[src/rtl/buck_dpwm.sv]
// Digital PWM modulator for a buck stage: soft-start, dead-time insertion
// and latched over-current shutdown, switching at fclk/PERIOD.
//
// Ports:
//   clk      : system clock
//   rstn     : asynchronous active-low reset
//   en       : converter enable (level)
//   duty_cmd : target duty in clk cycles, saturated to DMAX
//   ocp      : over-current flag, synchronous to clk
//   hs_on    : high-side gate enable (registered)
//   ls_on    : low-side gate enable (registered)
//   cnt      : period counter, 0..PERIOD-1
//   state    : 00 idle, 01 soft-start, 10 run, 11 fault
//   fault    : high while in the fault state
module buck_dpwm #(
   parameter int NB     = 8,
   parameter int PERIOD = 100,
   parameter int DT     = 3,
   parameter int DMAX   = PERIOD - 2 * DT,
   parameter int SS_INC = 1
) (
   input  logic          clk,
   input  logic          rstn,
   input  logic          en,
   input  logic [NB-1:0] duty_cmd,
   input  logic          ocp,
   output logic          hs_on,
   output logic          ls_on,
   output logic [NB-1:0] cnt,
   output logic [1:0]    state,
   output logic          fault
);

   typedef enum logic [1:0] {
      IDLE      = 2'b00,
      SOFTSTART = 2'b01,
      RUN       = 2'b10,
      FAULT     = 2'b11
   } state_t;

   localparam logic [NB-1:0] LAST   = NB'(PERIOD - 1);
   localparam logic [NB-1:0] DT_V   = NB'(DT);
   localparam logic [NB-1:0] DMAX_V = NB'(DMAX);
   localparam logic [NB-1:0] SS_V   = NB'(SS_INC);

   state_t        cur;
   state_t        nxt;
   logic [NB-1:0] d;
   logic [NB-1:0] duty_ss;
   logic [NB-1:0] cnt_n;
   logic [NB-1:0] d_n;
   logic [NB-1:0] ss_n;
   logic [NB-1:0] c;
   logic [NB-1:0] ss_step;
   logic [NB:0]   ss_sum;
   logic [NB:0]   ls_lo;
   logic          wrap;
   logic          active;
   logic          hs_n;
   logic          ls_n;

   // Saturated command and the next soft-start ramp value, which never
   // overshoots the (possibly lowered) command.
   always_comb begin
      c       = (duty_cmd > DMAX_V) ? DMAX_V : duty_cmd;
      ss_sum  = {1'b0, duty_ss} + {1'b0, SS_V};
      ss_step = (ss_sum > {1'b0, c}) ? c : ss_sum[NB-1:0];
      wrap    = (cnt == LAST);
   end

   always_comb begin
      nxt   = cur;
      cnt_n = cnt;
      d_n   = d;
      ss_n  = duty_ss;
      if (!en) begin
         nxt   = IDLE;
         cnt_n = '0;
         d_n   = '0;
         ss_n  = '0;
      end else begin
         unique case (cur)
            IDLE: begin
               nxt   = SOFTSTART;
               cnt_n = '0;
               d_n   = '0;
               ss_n  = '0;
            end
            SOFTSTART: begin
               if (ocp) begin
                  nxt   = FAULT;
                  cnt_n = '0;
               end else if (wrap) begin
                  cnt_n = '0;
                  if (duty_ss == c) begin
                     nxt = RUN;
                     d_n = c;
                  end else begin
                     ss_n = ss_step;
                     d_n  = ss_step;
                  end
               end else begin
                  cnt_n = cnt + NB'(1);
               end
            end
            RUN: begin
               if (ocp) begin
                  nxt   = FAULT;
                  cnt_n = '0;
               end else if (wrap) begin
                  cnt_n = '0;
                  d_n   = c;
               end else begin
                  cnt_n = cnt + NB'(1);
               end
            end
            FAULT: begin
               cnt_n = '0;
            end
         endcase
      end
   end

   // Gate enables are derived from the next-cycle counter and duty so the
   // registered outputs line up with the cnt value they belong to.
   always_comb begin
      active = (nxt == SOFTSTART) || (nxt == RUN);
      ls_lo  = {1'b0, d_n} + {1'b0, DT_V};
      hs_n   = active && (cnt_n >= DT_V) && (cnt_n < d_n);
      ls_n   = active && ({1'b0, cnt_n} >= ls_lo);
   end

   always_ff @(posedge clk or negedge rstn) begin
      if (!rstn) begin
         cur     <= IDLE;
         cnt     <= '0;
         d       <= '0;
         duty_ss <= '0;
         hs_on   <= 1'b0;
         ls_on   <= 1'b0;
      end else begin
         cur     <= nxt;
         cnt     <= cnt_n;
         d       <= d_n;
         duty_ss <= ss_n;
         hs_on   <= hs_n;
         ls_on   <= ls_n;
      end
   end

   assign state = cur;
   assign fault = (cur == FAULT);

endmodule

[config.mk]
export PLATFORM = sky130hd
export DESIGN_NAME = buck_dpwm
export DESIGN_NICKNAME = d
export VERILOG_FILES = /design/src/rtl/buck_dpwm.sv
export SDC_FILE = /design/constraint.sdc
export NUM_CORES = 1
export LEC_CHECK = 0
export ABC_AREA = 0
export CORE_MARGIN = 3
export CORE_UTILIZATION = 59
export CTS_CLUSTER_SIZE = 28
export DETAILED_ROUTE_END_ITERATION = 8
export GPL_TIMING_DRIVEN = 0
export HOLD_SLACK_MARGIN = 0.12
export MAX_ROUTING_LAYER = met4
export PLACE_DENSITY = 0.89
export SETUP_SLACK_MARGIN = 0.15
export SYNTH_ARGS = -nofsm -noshare
export SYNTH_HDL_FRONTEND = slang
export SYNTH_SLANG_ARGS = --single-unit
[constraint.sdc]
create_clock -name clk -period 5.7 [get_ports clk]
set_clock_uncertainty 0.05 [all_clocks]
set_input_delay 1.14 -clock clk [delete_from_list [all_inputs] [get_ports clk]]
set_output_delay 1.14 -clock clk [all_outputs]
set_load 0.03 [all_outputs]
# ---- After elaboration in Yosys (flattened, before gate mapping)
# Index checks and enable logic that the tools add are counted.
dict set report totals {
  in_bits 12
  elab_cells 57
  output_inout_bits 13
  reg_bits 28
}
dict set report classes {
  n_eq_ne 11
  n_reduce_logical 8
  n_mux 24
  magnitude_cmp 5
  addsub 3
}
# operator n
set ops {}
lappend ops {{2-to-1 mux 8 bit} 15}
lappend ops {{case mux 8 bit (2 select lines)} 2}
lappend ops {{case mux 8 bit (3 select lines)} 1}
lappend ops {{2-to-1 mux 2 bit} 5}
lappend ops {{adder 8 x 1 -> 9 bit, second input constant} 1}
lappend ops {{adder 8 x 2 -> 9 bit, second input constant} 1}
lappend ops {{greater-or-equal comparator 8 x 9 -> 1 bit} 1}
lappend ops {{greater-than comparator 9 x 8 -> 1 bit} 1}
lappend ops {{!= test 3 bit, second input constant} 3}
lappend ops {{adder 8 x 1 -> 8 bit, second input constant} 1}
lappend ops {{== test 8 x 7 -> 1 bit, second input constant} 1}
lappend ops {{== test 8 bit} 1}
lappend ops {{greater-or-equal comparator 8 x 2 -> 1 bit, second input constant} 1}
lappend ops {{greater-than comparator 8 x 7 -> 1 bit, second input constant} 1}
lappend ops {{less-than comparator 8 bit} 1}
lappend ops {{== test 2 bit, second input constant} 3}
lappend ops {{case mux 2 bit (3 select lines)} 1}
lappend ops {{== test 2 x 1 -> 1 bit, second input constant} 2}
lappend ops {{AND reduction 4 bit} 1}
lappend ops {{OR reduction 2 bit} 2}
lappend ops {{logical AND 1 bit} 3}
lappend ops {{!= test 3 x 1 -> 1 bit, second input constant} 1}
lappend ops {{logical NOT 2 bit} 1}
lappend ops {{logical OR 1 bit} 1}

# ---- Longest topological paths before layout
# Gate-level depths: netlist of run 1.
dict set report depth {
  depth_word 12
  ltp_mapped 24
  depth_no_buf 23
}

# ---- Worst setup path after synthesis of run 1
# No wires, ideal clock.
dict set report synth_path {
  path_type {input-to-reg}
  start {input port duty_cmd[6]}
  end {register ls_on}
  setup_time_ns 0.128
  path_slack_ns 0.601
  cell_stages 20
  t_required_ns 5.522
  n_path_buf 0
  arrival_ns 4.921
  cell_sequence {nor3b_4 inv_1 ha_1 and3_1 or3b_1 o211a_1 a211oi_2 nand4b_1 o211ai_1 nand2_1 ha_1 ha_1 a21o_1 a21o_1 a21o_1 a21o_1 a21o_1 a21o_1 a21oi_1 nor3_1}
}
dict set report synth_between {
  elab_chain_len 12
  word_cells_on_any_way 23
  cone_classes {1 x add/sub; 3 x order compare; 3 x eq/ne; 14 x mux; 2 x reduce/logical}
}
# element line
set synth_lines {}
lappend synth_lines {{start: declaration} 25} ;# input logic [NB-1:0] duty_cmd,
lappend synth_lines {{greater-than comparator 8 x 7 -> 1 bit} 65} ;# c = (duty_cmd > DMAX_V) ? DMAX_V : duty_cmd;
lappend synth_lines {{2-to-1 mux 8 bit (*)} 65}
lappend synth_lines {{greater-than comparator 9 x 8 -> 1 bit} 67} ;# ss_step = (ss_sum > {1'b0, c}) ? c : ss_sum[NB-1:0];
lappend synth_lines {{2-to-1 mux 8 bit} 67}
lappend synth_lines {{2-to-1 mux 8 bit} 95} ;# if (duty_ss == c) begin
lappend synth_lines {{2-to-1 mux 8 bit} 93} ;# end else if (wrap) begin
lappend synth_lines {{2-to-1 mux 8 bit} 90} ;# if (ocp) begin
lappend synth_lines {{case mux 8 bit (3 select lines)} 82} ;# unique case (cur)
lappend synth_lines {{2-to-1 mux 8 bit} 76} ;# if (!en) begin
lappend synth_lines {{adder 8 x 2 -> 9 bit} 128} ;# ls_lo = {1'b0, d_n} + {1'b0, DT_V};
lappend synth_lines {{greater-or-equal comparator 8 x 9 -> 1 bit} 130} ;# ls_n = active && ({1'b0, cnt_n} >= ls_lo);
lappend synth_lines {{logical AND 1 bit (*)} 130}
lappend synth_lines {{via ls_n} 60} ;# logic ls_n;
lappend synth_lines {{end signal: assignment} 147} ;# ls_on <= ls_n;
lappend synth_lines {{end: declaration} 28} ;# output logic ls_on,
# The timed path passes the listed nets; every way through them passes the cells marked *.
# A chain may end at the register's enable or synchronous reset.

# ---- Worst setup path after layout of run 1
dict set report layout_path {
  start {input port duty_cmd[1]}
  end {register ls_on}
}
# The elaborated chain is that of the path after synthesis.

==> impl_results.md, run 1 <==
* Status: finished, final reports clean
* Total non-filler cell area in the finished layout at 3220 sq um
* Final wirelength at 7.45 mm
* Area Growth Syn to Fin at 17.4%
* Seq/Total Area, Yosys at 25.5%
* Synth Register Bits at 28
* Upper clock frequency limit at 184 MHz
* Arrival time reported for the critical path endpoint at 5550 ps
* Max Transition Viols Final at 0
* Min Clock Period, post-route at 5450 ps
* TritonCTS clock tree: built
* I/O pin total at 25
* TritonCTS Buffers at 3
* Half-perimeter wire length of the detailed placement result at 5.40 mm
* Final Power at 559 uW
* Total power divided by cell area at 173 nW/um^2
* Router iterations before antenna repair at 5
* Chain of cells forming the critical path: clkdlybuf4s50_1 -> a41o_1 -> a21oi_4 -> ha_4 -> inv_1 -> or3b_1 -> o211a_1 -> a211oi_4 -> nand4b_1 -> o211ai_1 -> nand2_1 -> ha_1 -> ha_1 -> a21o_1 -> a21o_1 -> a21o_1 -> a21o_1 -> a21o_1 -> a21o_1 -> a21oi_1 -> nor3_1
* Critical R2R Launch: duty_ss[2]
* Iteration-0 DRC Markers at 331
* Chip width at 74.2 um
* Average cell area after synthesis at 8.55 sq um
* H-tree lvl count at 1
* Initial core utilization at 62.2%
* Class of the tightest hold or removal check: flip-flop to flip-flop
* Most frequent standard cell in the layout excluding fill and tap cells: sky130_fd_sc_hd__ha_1
* Required time worst endpoint at 5800 ps
* Worst voltage drop across the vdd grid at 0.195 mV
* Max transition margin at 51.6%
* Largest net degree at the start of global routing at 29
* Slowest stage delay, CP at 440 ps
* Syn nets at 364
* Number of vias after detailed routing at 2691
* Setup repair after global routing missed its margin: false
* Area used by multi-input combinational logic at 1970 sq um
* Cell type of the slowest stage on the worst timing path: sky130_fd_sc_hd__clkdlybuf4s50_1
* Static Leak at 1.57 nW
* Slew at the pin closest to its max-slew limit at 721 ps
* Origin of the worst min-delay path: duty_ss[7]
* Aggregate global routing overflow at 0
* Count of endpoints failing setup in the final report at 0
* Die Footprint at 5500 sq um
* Chip Height at 74.2 um
* Final period util at 95.6%
* Ratio of routed vias to standard cells at 6.56
* Antenna diode count at 0
* Number of buffers inserted for hold repair after clock tree synthesis at 0
* Count of filler cells inserted in the layout at 328
* Category of the worst setup path capture point: flip-flop
* Yosys synthesis warning count at 0
* Area leader, netlist: sky130_fd_sc_hd__dfrtp_1
* FF-to-FF setup slack at 370 ps
* Antenna violation net count after detailed routing at 0
* DRC violations left at 0
* Category of the worst setup path launch point: input port
* Skew-Pair Late Insertion Delay at 280 ps
* Most instantiated flip-flop cell in the synthesis netlist: sky130_fd_sc_hd__dfrtp_1
* FP Rows at 24
* MaxCap Viol Count at 0
* CTS Root Cell: sky130_fd_sc_hd__clkbuf_8
* Ranking of synthesized cells by area: sky130_fd_sc_hd__dfrtp_1 (26%), sky130_fd_sc_hd__ha_1 (14%), sky130_fd_sc_hd__xor2_1 (4.1%), sky130_fd_sc_hd__o21ai_0 (4.0%), sky130_fd_sc_hd__nand2_1 (3.7%)
* Clk buf depth at 2
* Share of synthesized registers carrying an async set or reset at 100%
* GRT Resource Usage Total at 28.4%
* Critical path origin: duty_cmd[1]
* Synth unique cells at 61
* Netlist area before placement at 2740 sq um
* Post-CTS clock slew at the launch and capture registers of the worst setup and hold paths at 90 ps
* Via count of the first global-routing pass at 2468
* Critical path type: input port to flip-flop
* Share of post-route cells with drive strength above 1 at 13.7%
* Most frequent cell on the critical path: sky130_fd_sc_hd__a21o_1
* Largest fanout of any net on the critical path at 5
* Initial antenna violation count at 0
* Share of Yosys cell area claimed by the top area cell type at 25.5%
* Commonest cells after routing, fill and taps aside: sky130_fd_sc_hd__ha_1 (30), sky130_fd_sc_hd__nand2_1 (27), sky130_fd_sc_hd__dfrtp_1 (27)
* Number of sinks driven by the clock tree at 28
* Hold violation total from the final report at 0
* Global-route wire length before repair at 11.8 mm
* Synthesized instance count at 321
* Core Footprint at 4410 sq um
* Instance area after placement at 3050 sq um
* FF/Latch Area at 702 sq um
* Net count, final at 402
* Buffers added on ports at 24
* Wire per inst at 18.2 um
* Final GP Congestion at 1.01
* Number of enable-type register cells in the synthesized netlist at 0
through the flow:
stage	worst slack (ps)	setup TNS [ps]	std cells	hold slack [ps]	utilization, %
final	253	0	410	543	73.0
after global placement	-437	-493	397	510	69.1
after floorplan	601	0	321	462	-
after detailed placement	-583	-720	397	529	69.1
after CTS	243	0	404	542	71.2
after global routing	95.4	0	410	622	73.0
timing repair:
| action | 4_1_cts | 5_1_grt |
|---|---|---|
| resized for setup | 7 | 16 |
| setup buffers | 3 | 6 |
| hold endpoints to repair | 0 | 0 |
| setup endpoints to repair | 2 | 2 |
| pin swaps | 1 | 6 |
where the power goes:
group / switching (mW) / internal [mW]
sequential: 0.0103 / 0.206
clock: 0.0649 / 0.0620
combinational: 0.141 / 0.0744
cell usage after synthesis (all sizes together) (2+ instances only):
library cell  instances
a22o                  8
nand3                15
nor3b                 3
xor2                 13
nand2                28
a21o                 11
buf                   3
and3                  5
dfrtp                28
o21ai                27
a21oi                16
a211oi                5
nand2b                6
a211o                 2
o221ai                2
or3                   4
nor2                 25
clkbuf                7
xnor2                10
ha                   31
inv                  23
o211a                 2
a31oi                 2
nor3                  6
nand4b                3
and2                  3
o31ai                 7
or2                   2
o211ai                4
area by class of cell:
cell class,count,area share (%)
inverter,24,2.80
timing repair buffer,33,9.09
clock buffer,4,1.71
tap,52,2.02
multi-input combinational,259,61.1
sequential,28,21.8
buffer,10,1.51
cell families (layout without fill, tap and decap cells):
group | count (synthesis) | in the layout | synth area share (%)
other | 1 | 1 | 0.137
buffers and inverters | 34 | 71 | 5.02
AOI/OAI and AO/OA | 96 | 96 | 25.9
adders and majority gates | 31 | 31 | 14.1
muxes | 1 | 1 | 0.365
and+or+nand+nor | 107 | 107 | 21.5
xor gates and xnor gates | 23 | 23 | 7.34
DFF | 28 | 28 | 25.5
registers in the layout, summed over array words and instances (netlist names):
| name | flops |
|---|---|
| state | 2 |
| d | 8 |
| cnt | 8 |
| hs_on | 1 |
| duty_ss | 8 |
| ls_on | 1 |
metal layers:
metal | wire length (um) | vias up | GRT usage (%)
li1 | - | 1232 | -
met1 | 3250 | 1280 | 38.4
met2 | 3410 | 150 | 44.2
met3 | 578 | 29 | 4.19
met4 | 214 | 0 | 8.05
met5 | 0 | - | -
critical path: cells and delay by family:
kind	cells	cell delay [ps]
adder cells (fa/ha/maj)	3	770
AND/OR/NAND/NOR	4	760
buffers and inverters	2	470
AO/OA/AOI/OAI	12	2390
worst paths after layout:
| path | end | cells past startpoint |
|---|---|---|
| min in group asynchronous | cnt[6] | 1 |
| max reg2reg | ls_on | 24 |
| min | duty_ss[7] | 2 |
| max | ls_on | 21 |
| max in group asynchronous | duty_ss[0] | 1 |
| min reg2reg | duty_ss[7] | 2 |
Note: power is estimated with default switching activity, not from simulation.
==> run 2, diff against run 1 <==
--- a/config.mk
+++ b/config.mk
@@ -7,13 +7,14 @@
 export LEC_CHECK = 0
 export ABC_AREA = 0
 export CORE_MARGIN = 3
-export CORE_UTILIZATION = 59
+export CORE_UTILIZATION = 60
+export CTS_BUF_LIST = sky130_fd_sc_hd__clkbuf_8
 export CTS_CLUSTER_SIZE = 28
 export DETAILED_ROUTE_END_ITERATION = 8
 export GPL_TIMING_DRIVEN = 0
 export HOLD_SLACK_MARGIN = 0.12
 export MAX_ROUTING_LAYER = met4
-export PLACE_DENSITY = 0.89
+export PLACE_DENSITY = 0.9
 export SETUP_SLACK_MARGIN = 0.15
 export SYNTH_ARGS = -nofsm -noshare
 export SYNTH_HDL_FRONTEND = slang
==> run 2 against run 1 <==
Effect of this change:
- clock-buffer cell count shrank 1
- sequential share of layout area shrank 0.13 points
- sequential power is essentially flat
- sequential cell count is the same
- worst hold slack gained 37 ps
- critical endpoint unchanged
- highest routed layer unchanged
==> impl_results.md, run 2 (synthesized netlist as in run 1, its figures left out) <==
* Commonest cells after routing, fill and taps aside: sky130_fd_sc_hd__ha_1 (31), sky130_fd_sc_hd__dfrtp_1 (28), sky130_fd_sc_hd__nand2_1 (26)
* Wire per inst at 18.8 um (+3.6%)
* I/O pin total at 25 (unchanged)
* Number of vias after detailed routing at 2688 (-0.11%)
* Aggregate global routing overflow at 0 (unchanged)
* Cell type of the slowest stage on the worst timing path: sky130_fd_sc_hd__clkdlybuf4s50_1
* Skew-Pair Late Insertion Delay at 280 ps (about the same)
* Buffers added on ports at 24 (unchanged)
* Area Growth Syn to Fin at 17.9%
* Category of the worst setup path capture point: flip-flop
* Post-CTS clock slew at the launch and capture registers of the worst setup and hold paths at 100 ps (about the same)
* Power spent charging and discharging nets at 227 uW (+5.0%)
* Registers with the most flip-flops: cnt (8), d (8), duty_ss (8)
* Initial core utilization at 65.3% (+3.1 points)
* Status: finished, final reports clean
* Max transition margin at 49.3% (-2.3 points)
* Die Footprint at 5420 sq um (-1.5%)
* Router iterations before antenna repair at 5 (unchanged)
* Slowest stage delay, CP at 540 ps (+100 ps)
* Global-route wire length before repair at 11.9 mm (+0.94%)
* Clock network fraction of total power at 26.7% (+4.0 points)
* Sequential share of power at 35.9% (-2.8 points)
* MaxCap Viol Count at 0 (unchanged)
* Cells on worst reg2reg path at 23 (-4.2%)
* Number of buffers inserted for hold repair after clock tree synthesis at 0 (unchanged)
* Category of the worst setup path launch point: input port
* GRT Resource Usage Total at 28.6% (+0.25 points)
* Worst voltage drop across the vdd grid at 0.164 mV (-16%)
* Static Leak at 1.56 nW (-0.47%)
* Upper clock frequency limit at 183 MHz (-0.13%)
* Largest fanout of any net on the critical path at 5 (unchanged)
* Final GP Congestion at 0.982 (-3.1%)
* Final period util at 95.7% (+0.12 points)
* Class of the tightest hold or removal check: flip-flop to flip-flop
* Hold-critical path depth at 2 (unchanged)
* Slew at the pin closest to its max-slew limit at 755 ps (+34.5 ps)
* Chip width at 73.6 um (-0.77%)
* Clk buf depth at 2 (unchanged)
* Critical path type: input port to flip-flop
* Largest net degree at the start of global routing at 29 (unchanged)
* Antenna diode count at 0 (unchanged)
* Post-Route Setup TNS at 0 ps (unchanged)
* Hold violation total from the final report at 0 (unchanged)
* Total non-filler cell area in the finished layout at 3240 sq um (+0.43%)
* TritonCTS Buffers at 3 (unchanged)
* Total power divided by cell area at 187 nW/um^2 (+7.6%)
* FP Rows at 23 (-4.2%)
* TritonCTS clock tree: built
* Final wirelength at 7.66 mm (+2.8%)
* Iteration-0 DRC Markers at 296 (-11%)
* Instance area after placement at 3050 sq um (about the same)
* Internal power summed over all cells at 377 uW (+9.9%)
* H-tree lvl count at 1 (unchanged)
* Antenna violation net count after detailed routing at 0 (unchanged)
* Count of filler cells inserted in the layout at 284 (-13%)
* CTS Root Cell: sky130_fd_sc_hd__clkbuf_8
* Arrival time reported for the critical path endpoint at 5560 ps (about the same)
* Share of power burned in combinational logic at 37.4% (-1.2 points)
* Final Power at 604 uW (+8.0%)
* Core Footprint at 4200 sq um (-4.8%)
* Max Transition Viols Final at 0 (unchanged)
* Half-perimeter wire length of the detailed placement result at 5.38 mm (-0.30%)
* Via count of the first global-routing pass at 2549 (+3.3%)
* Number of sinks driven by the clock tree at 28 (unchanged)
* FF/Latch Area at 701 sq um (-0.18%)
* Most frequent cell on the critical path: sky130_fd_sc_hd__a21o_1
* Area used by multi-input combinational logic at 1980 sq um (+0.38%)
* Switch share at 37.6% (-1.1 points)
* Chip Height at 73.6 um (-0.77%)
* Required time worst endpoint at 5810 ps (about the same)
* Net count, final at 401 (-0.25%)
* Chain of cells forming the critical path: clkdlybuf4s50_1 -> a41o_1 -> a21oi_4 -> ha_1 -> inv_1 -> or3b_1 -> o211a_1 -> a211oi_4 -> buf_4 -> nand2_2 -> a31oi_4 -> inv_1 -> ha_1 -> ha_1 -> a21o_1 -> a21o_1 -> a21o_1 -> a21o_1 -> a21o_1 -> a21o_1 -> a21oi_1 -> nor3_1
* Most frequent standard cell in the layout excluding fill and tap cells: sky130_fd_sc_hd__ha_1
* Initial antenna violation count at 0 (unchanged)
* Setup repair after global routing missed its margin: false
* Share of post-route cells with drive strength above 1 at 13.4% (-0.24 points)
* Min Clock Period, post-route at 5450 ps (+7.00 ps)
* Count of endpoints failing setup in the final report at 0 (unchanged)
* Ratio of routed vias to standard cells at 6.60 (+0.62%)
* DRC violations left at 0 (unchanged)
-- run 2: critical path: cells and delay by family --
family,cells,cell delay (ps)
adders and majority gates,3,880
buffers and inverters,4,850
and+or+nand+nor,3,540
AOI/OAI and AO/OA,12,2170
-- run 2: area by class of cell --
class                   count  share of cell area, %
well taps                  50                   1.93
plain buffers              10                   1.51
repair buffers             32                   8.86
clock inverters             1                  0.928
inverters                  24                   2.78
flip-flops and latches     28                   21.7
multi-input cells         259                   61.1
clock buffers               3                   1.28
-- run 2: power groups by stage --
stage / Sequential (mW) / Combinational (mW) / Clock, mW
2_1_floorplan: 0.233 / 0.120 / 0
3_3_place_gp: 0.220 / 0.196 / 0
3_5_place_dp: 0.221 / 0.205 / 0
4_1_cts: 0.217 / 0.212 / 0.161
5_1_grt: 0.218 / 0.244 / 0.170
6_report: 0.217 / 0.226 / 0.161
-- run 2: metal layers --
layer | track usage (%) | part of all wire, %
met3 | 5.06 | 10
met2 | 43.7 | 46
met5 | - | 0
met1 | 39.8 | 41
met4 | 6.24 | 2.4
-- run 2: per-stage QoR --
| stage | worst slack [ps] | instances | utilization (%) | hold WS, ps |
|---|---|---|---|---|
| final | 246 | 407 | 77.0 | 580 |
| after CTS | 177 | 400 | 75.0 | 577 |
| after detailed placement | -582 | 395 | 72.5 | 553 |
| after global placement | -432 | 395 | 72.5 | 513 |
| after global routing | 104 | 407 | 77.0 | 600 |
| after floorplan | 601 | 321 | - | 462 |
-- run 2: repair_timing --
item	in CTS	in global routing
endpoints found under the setup margin	1	1
pin swaps	2	4
gates resized for setup	10	12
buffers inserted	1	7
-- run 2: worst paths after layout --
| check | endpoint | start | slack, ps |
|---|---|---|---|
| max in group asynchronous | cnt[6] | rstn | 4380 |
| setup reg to reg | ls_on | duty_ss[0] | 390 |
| hold reg to reg | duty_ss[7] | duty_ss[7] | 580 |
| min in group asynchronous | cnt[1] | rstn | 810 |
| hold / removal | duty_ss[7] | duty_ss[7] | 580 |
| setup / recovery | ls_on | duty_cmd[3] | 250 |
